===== config.mk =====
export PLATFORM = sky130hd
export DESIGN_NAME = fetch_unit
export DESIGN_NICKNAME = d
export VERILOG_FILES = /design/src/rtl/fetch_unit_pkg.sv /design/src/rtl/fetch_unit_npc_calc.sv /design/src/rtl/fetch_unit.sv
export SDC_FILE = /design/constraint.sdc
export NUM_CORES = 1
export LEC_CHECK = 0
export ABC_AREA = 1
export BUFFER_PORTS_ARGS = -buffer_cell sky130_fd_sc_hd__buf_2
export CORE_UTILIZATION = 39
export DETAILED_ROUTE_END_ITERATION = 10
export REMOVE_ABC_BUFFERS = 1
export SLEW_MARGIN = 25
export SYNTH_ARGS = -nofsm -noshare
export SYNTH_HDL_FRONTEND = slang
export SYNTH_HIERARCHICAL = 1
export SYNTH_SLANG_ARGS = --single-unit
export TNS_END_PERCENT = 100

===== constraint.sdc =====
create_clock -name clk -period 8.85 [get_ports clk]
set_input_delay 0.885 -clock clk [delete_from_list [all_inputs] [get_ports clk]]
set_output_delay 0.885 -clock clk [all_outputs]
set_load 0.01 [all_outputs]

===== src/rtl/fetch_unit_pkg.sv =====
// Shared definitions for the instruction fetch stage.
//   NPC_SEL_* : next-PC select encodings, shared with the controller
//   br_offset : beq byte offset built from the 16-bit word offset
package fetch_unit_pkg;

    localparam logic [1:0] NPC_SEL_ADD4 = 2'b00;
    localparam logic [1:0] NPC_SEL_BEQ  = 2'b01;
    localparam logic [1:0] NPC_SEL_J    = 2'b10;
    localparam logic [1:0] NPC_SEL_REG  = 2'b11;

    // Sign-extend the word offset and scale it to bytes.
    function automatic logic [31:0] br_offset(input logic [15:0] imm);
        return {{14{imm[15]}}, imm, 2'b00};
    endfunction

endpackage


===== src/rtl/fetch_unit_npc_calc.sv =====
// npc_calc: combinational next-PC selection.
// Ports:
//   i_pc         current PC
//   i_npc_sel    next-PC select (NPC_SEL_*)
//   i_imm16      beq word offset
//   i_target26   j/jal word target
//   i_reg_addr   jr register target
//   o_pc_plus4   PC+4
//   o_next_pc    selected next PC
//   o_misaligned next PC is not word aligned
module npc_calc
    import fetch_unit_pkg::*;
(
    input  logic [31:0] i_pc,
    input  logic [1:0]  i_npc_sel,
    input  logic [15:0] i_imm16,
    input  logic [25:0] i_target26,
    input  logic [31:0] i_reg_addr,
    output logic [31:0] o_pc_plus4,
    output logic [31:0] o_next_pc,
    output logic        o_misaligned
);

    logic [31:0] w_pc_plus4;

    assign w_pc_plus4 = i_pc + 32'd4;
    assign o_pc_plus4 = w_pc_plus4;

    always_comb begin
        o_next_pc = w_pc_plus4;
        case (i_npc_sel)
            NPC_SEL_ADD4: o_next_pc = w_pc_plus4;
            NPC_SEL_BEQ:  o_next_pc = w_pc_plus4 + br_offset(i_imm16);
            NPC_SEL_J:    o_next_pc = {w_pc_plus4[31:28], i_target26, 2'b00};
            NPC_SEL_REG:  o_next_pc = i_reg_addr;
            default:      o_next_pc = w_pc_plus4;
        endcase
    end

    // Only the register jump can produce a non-word-aligned target.
    assign o_misaligned = |o_next_pc[1:0];

endmodule


===== src/rtl/fetch_unit.sv =====
// fetch_unit: instruction fetch stage. Owns the PC, fetches one instruction
// over a req/ack port, holds it for decode until commit, then applies NPCSel.
// Ports:
//   clk, rst              clock, async active-high reset
//   NPCSel, Imm16,        next-PC controls, sampled on commit
//   Target26, RegAddr
//   commit                core retires Instr this cycle
//   imem_req/addr         fetch request (high in S_FETCH) and address (= PC)
//   imem_rdata/ack        returned instruction word and its strobe
//   Instr, InstrValid     instruction for decode and its valid flag
//   PC, PCPlus4           address of Instr and PC+4
//   addr_err, bus_err     sticky misaligned-target / fetch-timeout flags
module fetch_unit
    import fetch_unit_pkg::*;
#(
    parameter logic [31:0] RESET_PC      = 32'h0000_3000,
    parameter int unsigned FETCH_TIMEOUT = 255
) (
    input  logic        clk,
    input  logic        rst,
    input  logic [1:0]  NPCSel,
    input  logic [15:0] Imm16,
    input  logic [25:0] Target26,
    input  logic [31:0] RegAddr,
    input  logic        commit,
    output logic        imem_req,
    output logic [31:0] imem_addr,
    input  logic [31:0] imem_rdata,
    input  logic        imem_ack,
    output logic [31:0] Instr,
    output logic        InstrValid,
    output logic [31:0] PC,
    output logic [31:0] PCPlus4,
    output logic        addr_err,
    output logic        bus_err
);

    typedef enum logic [1:0] {
        S_BOOT  = 2'd0,
        S_FETCH = 2'd1,
        S_ISSUE = 2'd2,
        S_HALT  = 2'd3
    } state_t;

    state_t      r_state;
    state_t      w_state_nxt;
    logic [31:0] r_pc;
    logic [31:0] r_instr;
    logic        r_valid;
    logic        r_addr_err;
    logic        r_bus_err;
    logic [31:0] r_tmo_cnt;

    logic [31:0] w_next_pc;
    logic        w_misaligned;
    logic        w_tmo_hit;

    npc_calc u_npc_calc (
        .i_pc         (r_pc),
        .i_npc_sel    (NPCSel),
        .i_imm16      (Imm16),
        .i_target26   (Target26),
        .i_reg_addr   (RegAddr),
        .o_pc_plus4   (PCPlus4),
        .o_next_pc    (w_next_pc),
        .o_misaligned (w_misaligned)
    );

    // Last permitted cycle without ack; a zero timeout never fires.
    assign w_tmo_hit = (FETCH_TIMEOUT != 0) && (r_tmo_cnt == FETCH_TIMEOUT - 1);

    always_ff @(posedge clk or posedge rst) begin
        if (rst) begin
            r_state <= S_BOOT;
        end else begin
            r_state <= w_state_nxt;
        end
    end

    always_comb begin
        w_state_nxt = r_state;
        case (r_state)
            S_BOOT:  w_state_nxt = S_FETCH;
            // Ack takes priority over a simultaneous timeout.
            S_FETCH: begin
                if (imem_ack)       w_state_nxt = S_ISSUE;
                else if (w_tmo_hit) w_state_nxt = S_HALT;
            end
            S_ISSUE: begin
                if (commit) w_state_nxt = w_misaligned ? S_HALT : S_FETCH;
            end
            S_HALT:  w_state_nxt = S_HALT;
            default: w_state_nxt = S_BOOT;
        endcase
    end

    always_ff @(posedge clk or posedge rst) begin
        if (rst) begin
            r_pc       <= RESET_PC;
            r_instr    <= '0;
            r_valid    <= 1'b0;
            r_addr_err <= 1'b0;
            r_bus_err  <= 1'b0;
            r_tmo_cnt  <= '0;
        end else begin
            case (r_state)
                S_FETCH: begin
                    if (imem_ack) begin
                        r_instr   <= imem_rdata;
                        r_valid   <= 1'b1;
                        r_tmo_cnt <= '0;
                    end else begin
                        r_tmo_cnt <= r_tmo_cnt + 32'd1;
                        if (w_tmo_hit) r_bus_err <= 1'b1;
                    end
                end
                S_ISSUE: begin
                    if (commit) begin
                        r_valid <= 1'b0;
                        // A rejected target leaves PC pointing at the faulting jr.
                        if (w_misaligned) r_addr_err <= 1'b1;
                        else              r_pc       <= w_next_pc;
                    end
                end
                default: ;
            endcase
        end
    end

    assign imem_req   = (r_state == S_FETCH);
    assign imem_addr  = r_pc;
    assign Instr      = r_instr;
    assign InstrValid = r_valid;
    assign PC         = r_pc;
    assign addr_err   = r_addr_err;
    assign bus_err    = r_bus_err;

endmodule

==> impl_metrics.py, run 1 <==
metrics = {
    "cells_and_area": {
        "syn_to_final_growth_pct": 17.7,
        "fill_cells": 2343,
        "fin_nets": 1667,
        "drive_gt1_share_pct": 23.5,
        "final_common_cell": "nand2_1",
        "multiInputGateArea_sq_mm": 0.00517,
        "seq_area_sq_mm": 0.00253,
        "final_cell_mix": "nand2_1 (445), buf_2 (243), inv_1 (159)",
    },
    "clocking": {
        "cts.sinks": 101,
        "post_cts_buffers": 0,
        "cts-htree-levels": 3,
        "cts_resized": 0,
        "clk_path_buf_depth": 2,
        "clk_pin_slew_ns": 0.09,
        "cts_hold_buf": 0,
        "clock_latency_ns": 0.36,
        "cts_made_buffers": 9,
        "cts_tree": "yes",
        "clk_root_buffer_cell": "clkbuf_16",
    },
    "sta": {
        "tns_ns": 0,
        "fin_ws_ns": 5.30,
        "final-setup-viol-count": 0,
        "holdWs_ns": 0.462,
        "max_freq_ghz": 0.281,
        "slew_headroom_pct": 33.4,
        "period_needed_ns": 3.55,
        "finalCritPeriodShare_pct": 40.2,
        "hold_viol": 0,
        "tightest_slew_ns": 0.998,
        "skew_ns": 0.0131,
        "rsz0062_at_grt": "false",
        "maxSlewViolCount": 0,
    },
    "yosys": {
        "synth_top_area_share_pct": 28.4,
        "ys_ff_latch": 101,
        "synth_top_cell_by_area": "dfrtp_1",
        "synth.area.top_cells": "dfrtp_1 (28%), nand2_1 (19%), inv_1 (6.9%)",
        "yosysSeqAreaShare_pct": 29.0,
        "syn_inst": 1317,
        "yosysWarnings": 6,
        "syn_area_per_cell_sq_um": 6.63,
        "yosysUniqueCellTypes": 47,
        "netlist_area_sq_mm": 0.00873,
    },
    "setup_path": {
        "path_buf_inv": 0,
        "critical_path_class": "reg -> reg",
        "reg2reg_to": "PC[31]",
        "cp_top_family": "simple AND/OR/NAND/NOR gates",
        "crit_chain": "nand2_1 -> nor2_1 -> nand4_1 -> nor2_1 -> nand3b_1 -> and2_1 -> ha_1 -> nand2_1 -> nor3_1 -> nand2_1 -> nor2_1 -> nand2_1 -> nand2_1 -> nand2_1 -> nand3_1 -> nand3_1 -> mux2_2",
        "rrSetupSlack_ns": 5.30,
        "cpMaxStageDelayCell": "dfrtp_1",
        "ff2ff_path_depth": 17,
        "cp.arrival_ns": 3.80,
        "cp.required_ns": 9.09,
        "path_max_fanout": 6,
        "endpoint_kind": "flop",
        "crit_path_frequent_cell": "nand2_1",
        "cp-start-kind": "flop",
        "slowest_delay_ns": 0.53,
        "r2r-start": "PC[21]",
    },
    "routing": {
        "drt-pass1-iter-count": 6,
        "ant_nets": 0,
        "num_vias": 9001,
        "drc": 0,
        "drt-vias-per-instance": 4.99,
        "postRouteWirelength_um": 28500,
        "wl_per_cell_um": 15.8,
        "drtIter0Drc": 521,
    },
    "worst_hold_path": {
        "hold_end": "bus_err",
        "holdPathStages": 1,
        "min_from": "bus_err",
        "hold_path_class": "reg -> reg",
    },
    "die": {
        "placementRows": 54,
        "core_sq_mm": 0.0219,
        "start_util_pct": 39.9,
        "die_area_sq_mm": 0.0230,
        "chipHeight_um": 152,
        "die_w_um": 152,
        "pin_count": 244,
    },
    "global_route": {
        "grtUsageTotal_pct": 25.2,
        "grt_pass1_wl_um": 44000,
        "antenna_found_initial": 1,
        "overflow": 0,
        "grt_start_max_net_pins": 73,
        "first_global_vias": 8525,
    },
    "power_and_ir_drop": {
        "ir_drop_v": 0.000132,
        "p_leak_nw": 5.67,
        "powerDensity_mw_per_mm2": 279,
    },
    "run_status": {
        "status": "completed",
    },
    "placement": {
        "dpl_worst_slack_ns": 5.31,
        "hpwl_um": 22500,
        "placement.io_buffers": 243,
        "routabilityCongestion": 0.923,
    },
    "job": {
        "maxCapViolCount": 0,
    },
}
where the power goes:
group	internal [mW]	total, mW	switching, mW
Clock	0.210	0.436	0.226
Combinational	0.607	1.62	1.01
Sequential	0.620	0.810	0.189
worst register-to-register path, stage by stage (launching register included):
cell and delay [ns]:
dfrtp_1 0.53, nand2_1 0.16, nor2_1 0.22, nand4_1 0.19, nor2_1 0.20, nand3b_1 0.21
and2_1 0.28, ha_1 0.40, nand2_1 0.16, nor3_1 0.23, nand2_1 0.10, nor2_1 0.15
nand2_1 0.08, nand2_1 0.06, nand2_1 0.05, nand3_1 0.08, nand3_1 0.08, mux2_2 0.26
final cells by class:
class,instances,area share [%]
inverters,168,6.20
multi-input cells,990,50.3
diodes,1,0.0244
clock inverters,7,0.962
flip-flops and latches,101,24.6
repair buffers,248,12.2
well taps,280,3.41
clock buffers,9,2.19
metrics by stage:
step	utilization, %	total power, mW	instance area (sq um)	instances
final	46.9	2.86	10300	1804
after global routing	46.9	3.13	10300	1803
after CTS	46.9	2.88	10300	1803
after detailed placement	45.4	2.43	9940	1787
after global placement	45.4	2.42	9940	1787
after floorplan	-	1.80	8330	1259
metal layers:
layer / track usage [%] / share of wire [%] / vias up
li1: - / - / 4567
met1: 32.1 / 44 / 4163
met2: 43.9 / 49 / 235
met3: 2.99 / 4.9 / 36
met4: 8.42 / 2.4 / 0
met5: 0 / 0 / -
cell usage after synthesis, drive strengths merged:
library cell  instances
mux2                 32
o21bai                6
nand2               458
or2                   6
nor3                 21
dfstp                 2
and3                  3
nand3                94
xor2                 13
and2                  5
nand4                27
dfrtp                99
xnor2                 7
nor2                160
o21a                  2
o2111ai               4
a21oi                47
buf                  48
nand3b               17
ha                   36
o21ai                35
nand2b                1
a31o                  1
a21o                  1
clkbuf               10
inv                 168
fa                    1
a22o                 13
state kept, by name (all words and copies together), names as in the netlist:
register and flops:
PC 32, r_tmo_cnt 32, InstrValid 1, addr_err 1, r_state 2, Instr 32
bus_err 1
worst max path at each step:
stage                      start          to  slack, ns  cells past startpoint
after floorplan              rst  InstrValid       5.32                      1
after global placement     PC[2]      PC[26]       5.29                     17
after detailed placement   PC[2]      PC[26]       5.31                     17
after CTS                  PC[2]      PC[26]       5.29                     17
after global routing       PC[2]      PC[21]       5.03                     19
final                     PC[21]      PC[31]       5.30                     17
cell families after synthesis:
| logic type | count (synthesis) | synth area share [%] |
|---|---|---|
| simple gates | 792 | 39.9 |
| fa+ha+maj | 37 | 5.39 |
| xor+xnor | 20 | 2.44 |
| mux | 32 | 4.13 |
| buf+inv | 226 | 11.8 |
| compound gates | 109 | 7.32 |
| flops | 101 | 29.0 |
No activity file was read; power rests on OpenSTA's default activity.
==> run 2, diff against run 1 <==
==> constraint.sdc (replaced) <==
create_clock -name clk -period 2.9 [get_ports clk]
set_input_delay 0.29 -clock clk [delete_from_list [all_inputs] [get_ports clk]]
set_output_delay 0.29 -clock clk [all_outputs]
set_load 0.01 [all_outputs]
==> impl_metrics.py, run 2 (synthesis gave the netlist of run 1 again) <==
metrics = {
    "cells_and_area": {
        "syn_to_final_growth_pct": 48.8,
        "instances_no_fill": 1987,
        "final_area_sq_mm": 0.0130,
        "post-route-util_pct": 59.3,
        "fin_nets": 1851,
        "final_common_cell": "nand2_1",
        "seq_area_sq_mm": 0.00253,
        "fill_cells": 2006,
        "diodes": 0,
        "drive_gt1_share_pct": 44.3,
        "final_cell_mix": "nand2_1 (377), buf_2 (243), buf_4 (177)",
        "multiInputGateArea_sq_mm": 0.00643,
    },
    "routing": {
        "drc": 0,
        "drt-vias-per-instance": 5.01,
        "num_vias": 9958,
        "drt-pass1-iter-count": 5,
        "wl_per_cell_um": 15.7,
        "ant_nets": 0,
        "drtIter0Drc": 599,
        "postRouteWirelength_um": 31100,
    },
    "sta": {
        "skew_ns": 0.0111,
        "final-setup-viol-count": 18,
        "period_needed_ns": 3.18,
        "rsz0062_at_grt": "true",
        "holdWs_ns": 0.111,
        "hold_viol": 0,
        "maxSlewViolCount": 0,
        "tns_ns": -2.43,
        "tightest_slew_ns": 1.08,
        "fin_ws_ns": -0.278,
        "max_freq_ghz": 0.315,
        "slew_headroom_pct": 27.9,
        "finalCritPeriodShare_pct": 110,
    },
    "clocking": {
        "cts.sinks": 101,
        "cts_hold_buf": 0,
        "clk_pin_slew_ns": 0.09,
        "cts-htree-levels": 3,
        "clk_root_buffer_cell": "clkbuf_16",
        "cts_made_buffers": 9,
        "cts_tree": "yes",
        "clk_path_buf_depth": 2,
        "clock_latency_ns": 0.37,
    },
    "worst_hold_path": {
        "min_from": "imem_rdata[29]",
        "hold_path_class": "in -> reg",
        "hold_end": "Instr[29]",
        "holdPathStages": 3,
    },
    "die": {
        "die_area_sq_mm": 0.0230,
        "placementRows": 54,
        "pin_count": 244,
        "core_sq_mm": 0.0219,
        "start_util_pct": 39.9,
        "die_w_um": 152,
        "chipHeight_um": 152,
    },
    "setup_path": {
        "ff2ff_path_depth": 19,
        "path_max_fanout": 4,
        "reg2reg_to": "PC[24]",
        "rrSetupSlack_ns": -0.28,
        "r2r-start": "PC[3]",
        "critical_path_class": "reg -> reg",
        "cp-start-kind": "flop",
        "cp.arrival_ns": 3.44,
        "cp.required_ns": 3.16,
        "endpoint_kind": "flop",
    },
    "global_route": {
        "antenna_found_initial": 0,
        "overflow": 0,
        "grt_pass1_wl_um": 46600,
        "first_global_vias": 9359,
        "grt_start_max_net_pins": 73,
        "grtUsageTotal_pct": 26.2,
    },
    "power_and_ir_drop": {
        "p_leak_nw": 6.91,
        "powerDensity_mw_per_mm2": 891,
        "power.total_mw": 11.6,
        "ir_drop_v": 0.000405,
    },
    "placement": {
        "dpl.cell_count": 1942,
        "placement.io_buffers": 243,
        "hpwl_um": 23100,
        "dpl_worst_slack_ns": -0.423,
        "postPlaceCellArea_sq_mm": 0.0111,
        "routabilityCongestion": 0.984,
    },
    "run_status": {
        "status": "finished with violations",
        "violations": "negative setup slack",
    },
    "job": {
        "maxCapViolCount": 0,
    },
}
-- run 2: cell type report --
cell class	count	area share, %
Clock buffer	9	1.73
Clock inverter	7	0.829
Inverter	168	4.97
Multi-Input combinational cell	990	49.5
Sequential cell	101	19.5
Tap cell	280	2.70
Timing Repair Buffer	432	20.8
-- run 2: report_power, final --
part / total (mW) / switching, mW / internal [mW] / leakage [nW]
clock: 1.34 / 0.699 / 0.642 / 0.160
sequential: 2.33 / 0.436 / 1.90 / 1.30
combinational: 7.89 / 4.29 / 3.61 / 5.45
-- run 2: worst max-delay path, cell delays in order, from the launching register on --
cell and delay, ns:
dfrtp_1 0.42, ha_4 0.17, nand2_4 0.06, nor2_4 0.15
nand3_2 0.10, nor2_4 0.12, nand2_2 0.09, nor2_4 0.21
xor2_4 0.12, ha_4 0.30, nand2_1 0.09, buf_4 0.16
nor2_4 0.12, and2_4 0.17, nand3b_1 0.14, nand3_1 0.11
nand2_1 0.06, nand3_1 0.06, nand3b_1 0.13, mux2_2 0.28
-- run 2: metal layers --
metal | wire [um] | vias up | part of all wire [%] | track usage (%)
li1 | - | 4913 | - | -
met1 | 13200 | 4653 | 43 | 33.5
met2 | 15200 | 334 | 49 | 45.6
met3 | 1780 | 58 | 5.7 | 3.38
met4 | 854 | 0 | 2.7 | 8.42
met5 | 0 | - | 0 | 0
-- run 2: timing repair --
action | in CTS | in global routing
cloned | 0 | 0
pin swaps | 34 | 69
setup endpoints to repair | 24 | 25
buffers inserted | 12 | 17
gates resized for setup | 116 | 190
-- run 2: how the worst max path moves through the flow --
stage | start | end | slack (ns) | depth (start not counted)
final | PC[3] | PC[24] | -0.28 | 19
after CTS | PC[13] | PC[29] | -0.15 | 18
after global routing | PC[3] | PC[26] | -0.43 | 17
after global placement | PC[2] | PC[29] | -0.41 | 18
after floorplan | PC[3] | PC[29] | -0.15 | 20
after detailed placement | PC[13] | PC[29] | -0.42 | 18
==> run 3, diff against run 2 <==
--- a/config.mk
+++ b/config.mk
@@ -7,8 +7,10 @@
 export LEC_CHECK = 0
 export ABC_AREA = 1
 export BUFFER_PORTS_ARGS = -buffer_cell sky130_fd_sc_hd__buf_2
-export CORE_UTILIZATION = 39
+export CORE_UTILIZATION = 49
 export DETAILED_ROUTE_END_ITERATION = 10
+export PLACE_DENSITY = 0.79
+export RECOVER_POWER = 25
 export REMOVE_ABC_BUFFERS = 1
 export SLEW_MARGIN = 25
 export SYNTH_ARGS = -nofsm -noshare
==> impl_metrics.py, run 3 (synthesis gave the netlist of run 1 again) <==
metrics = {
    "placement": {
        "routabilityCongestion": 0.961,
        "hpwl_um": 23100,
        "dpl.cell_count": 1886,
        "placement.io_buffers": 243,
    },
    "setup_path": {
        "r2r-start": "PC[2]",
        "cp.required_ns": 3.16,
        "cp-start-kind": "flop",
        "endpoint_kind": "flop",
        "path_max_fanout": 4,
        "critical_path_class": "reg -> reg",
        "rrSetupSlack_ns": -0.38,
        "ff2ff_path_depth": 18,
        "reg2reg_to": "PC[24]",
        "cp.arrival_ns": 3.54,
    },
    "power_and_ir_drop": {
        "ir_drop_v": 0.000508,
        "powerDensity_mw_per_mm2": 913,
        "p_leak_nw": 6.80,
    },
    "die": {
        "core_sq_mm": 0.0174,
        "die_area_sq_mm": 0.0184,
        "die_w_um": 135,
        "start_util_pct": 50.3,
        "placementRows": 48,
        "chipHeight_um": 135,
        "pin_count": 244,
    },
    "sta": {
        "period_needed_ns": 3.28,
        "skew_ns": 0.0151,
        "fin_ws_ns": -0.378,
        "rsz0062_at_grt": "true",
        "max_freq_ghz": 0.305,
        "maxSlewViolCount": 102,
        "hold_viol": 0,
        "final-setup-viol-count": 24,
        "tightest_slew_ns": 2.56,
        "slew_headroom_pct": -70.3,
        "holdWs_ns": 0.124,
        "finalCritPeriodShare_pct": 113,
    },
    "cells_and_area": {
        "instances_no_fill": 1935,
        "diodes": 0,
        "syn_to_final_growth_pct": 46.9,
        "fin_nets": 1854,
        "drive_gt1_share_pct": 43.9,
        "final_cell_mix": "nand2_1 (385), buf_2 (242), buf_4 (186)",
        "final_common_cell": "nand2_1",
    },
    "run_status": {
        "violations": "max-capacitance violations, max-slew violations, negative setup slack",
        "status": "finished with violations",
    },
    "global_route": {
        "overflow": 0,
        "first_global_vias": 9975,
        "grtUsageTotal_pct": 34.9,
        "antenna_found_initial": 0,
        "grt_start_max_net_pins": 102,
        "grt_pass1_wl_um": 49900,
    },
    "routing": {
        "ant_nets": 0,
        "drc": 0,
        "drt-vias-per-instance": 5.59,
        "drtIter0Drc": 1079,
        "wl_per_cell_um": 17.8,
        "drt-pass1-iter-count": 6,
        "num_vias": 10825,
        "postRouteWirelength_um": 34500,
    },
    "clocking": {
        "cts_hold_buf": 0,
        "cts_made_buffers": 9,
        "clock_latency_ns": 0.36,
        "clk_root_buffer_cell": "clkbuf_16",
        "cts-htree-levels": 3,
        "clk_pin_slew_ns": 0.09,
        "clk_path_buf_depth": 2,
        "cts_tree": "yes",
        "cts.sinks": 101,
    },
    "worst_hold_path": {
        "hold_path_class": "in -> reg",
        "holdPathStages": 3,
        "hold_end": "Instr[10]",
        "min_from": "imem_rdata[10]",
    },
    "job": {
        "maxCapViolCount": 1,
    },
}
run 3: stage by stage:
stage	worst slack (ns)	cell area, sq um	setup TNS, ns	utilization [%]	power (mW)
2_1_floorplan	-0.150	8330	-4.46	-	5.49
3_3_place_gp	-0.308	11000	-2.98	63.6	8.43
3_5_place_dp	-0.355	11000	-4.54	63.6	8.57
4_1_cts	-0.151	12300	-1.58	71.0	10.8
5_1_grt	-0.509	12800	-7.90	73.9	12.3
6_report	-0.378	12800	-4.85	73.9	11.7
run 3: critical path, stage by stage, from the launching register on:
cell and delay [ns]:
dfrtp_1 0.38, ha_2 0.20, nand2_2 0.09, nor2_4 0.19
nand3_2 0.11, nor2_4 0.16, nand2_2 0.10, nor2_4 0.21
xor2_4 0.12, ha_4 0.32, nand2_2 0.12, nor2_4 0.16
and2_1 0.17, nand3b_1 0.12, nand3_1 0.12, nand2_1 0.06
nand3_1 0.10, nand3b_1 0.15, mux2_2 0.28
run 3: routing by layer:
layer  up-vias  part of all wire, %  global-route usage [%]
met4         0                  6.0                    17.5
met5         -                    0                       0
met1      4976                   37                    42.7
met2       730                   46                    58.4
met3       194                   10                    7.11
li1       4925                    -                       -
run 3: worst max path at each step:
| stage | end | slack, ns | depth (start not counted) | from |
|---|---|---|---|---|
| after CTS | PC[31] | -0.15 | 20 | PC[2] |
| after detailed placement | PC[27] | -0.36 | 21 | PC[2] |
| after global routing | PC[24] | -0.51 | 16 | PC[16] |
| final | PC[24] | -0.38 | 18 | PC[2] |
| after floorplan | PC[29] | -0.15 | 20 | PC[3] |
| after global placement | PC[28] | -0.31 | 17 | PC[15] |
run 3: where the power goes:
part / total, mW / leakage (nW) / internal, mW / switching [mW]
Combinational: 8.05 / 5.35 / 3.56 / 4.49
Clock: 1.30 / 0.153 / 0.626 / 0.678
Sequential: 2.36 / 1.29 / 1.90 / 0.457
run 3: cell type report:
class,count,area [sq um]
multi-input cells,990,6360
fillers,1289,4540
repair buffers,435,2690
flip-flops and latches,101,2540
inverters,168,639
well taps,225,282
clock buffers,9,225
clock inverters,7,86.3
run 3: repair_timing:
action / in CTS / in global routing
gates resized for setup: 165 / 112
buffers inserted: 24 / 9
endpoints found under the hold margin: 0 / 0
pin swaps: 70 / 57
setup endpoints to repair: 26 / 26
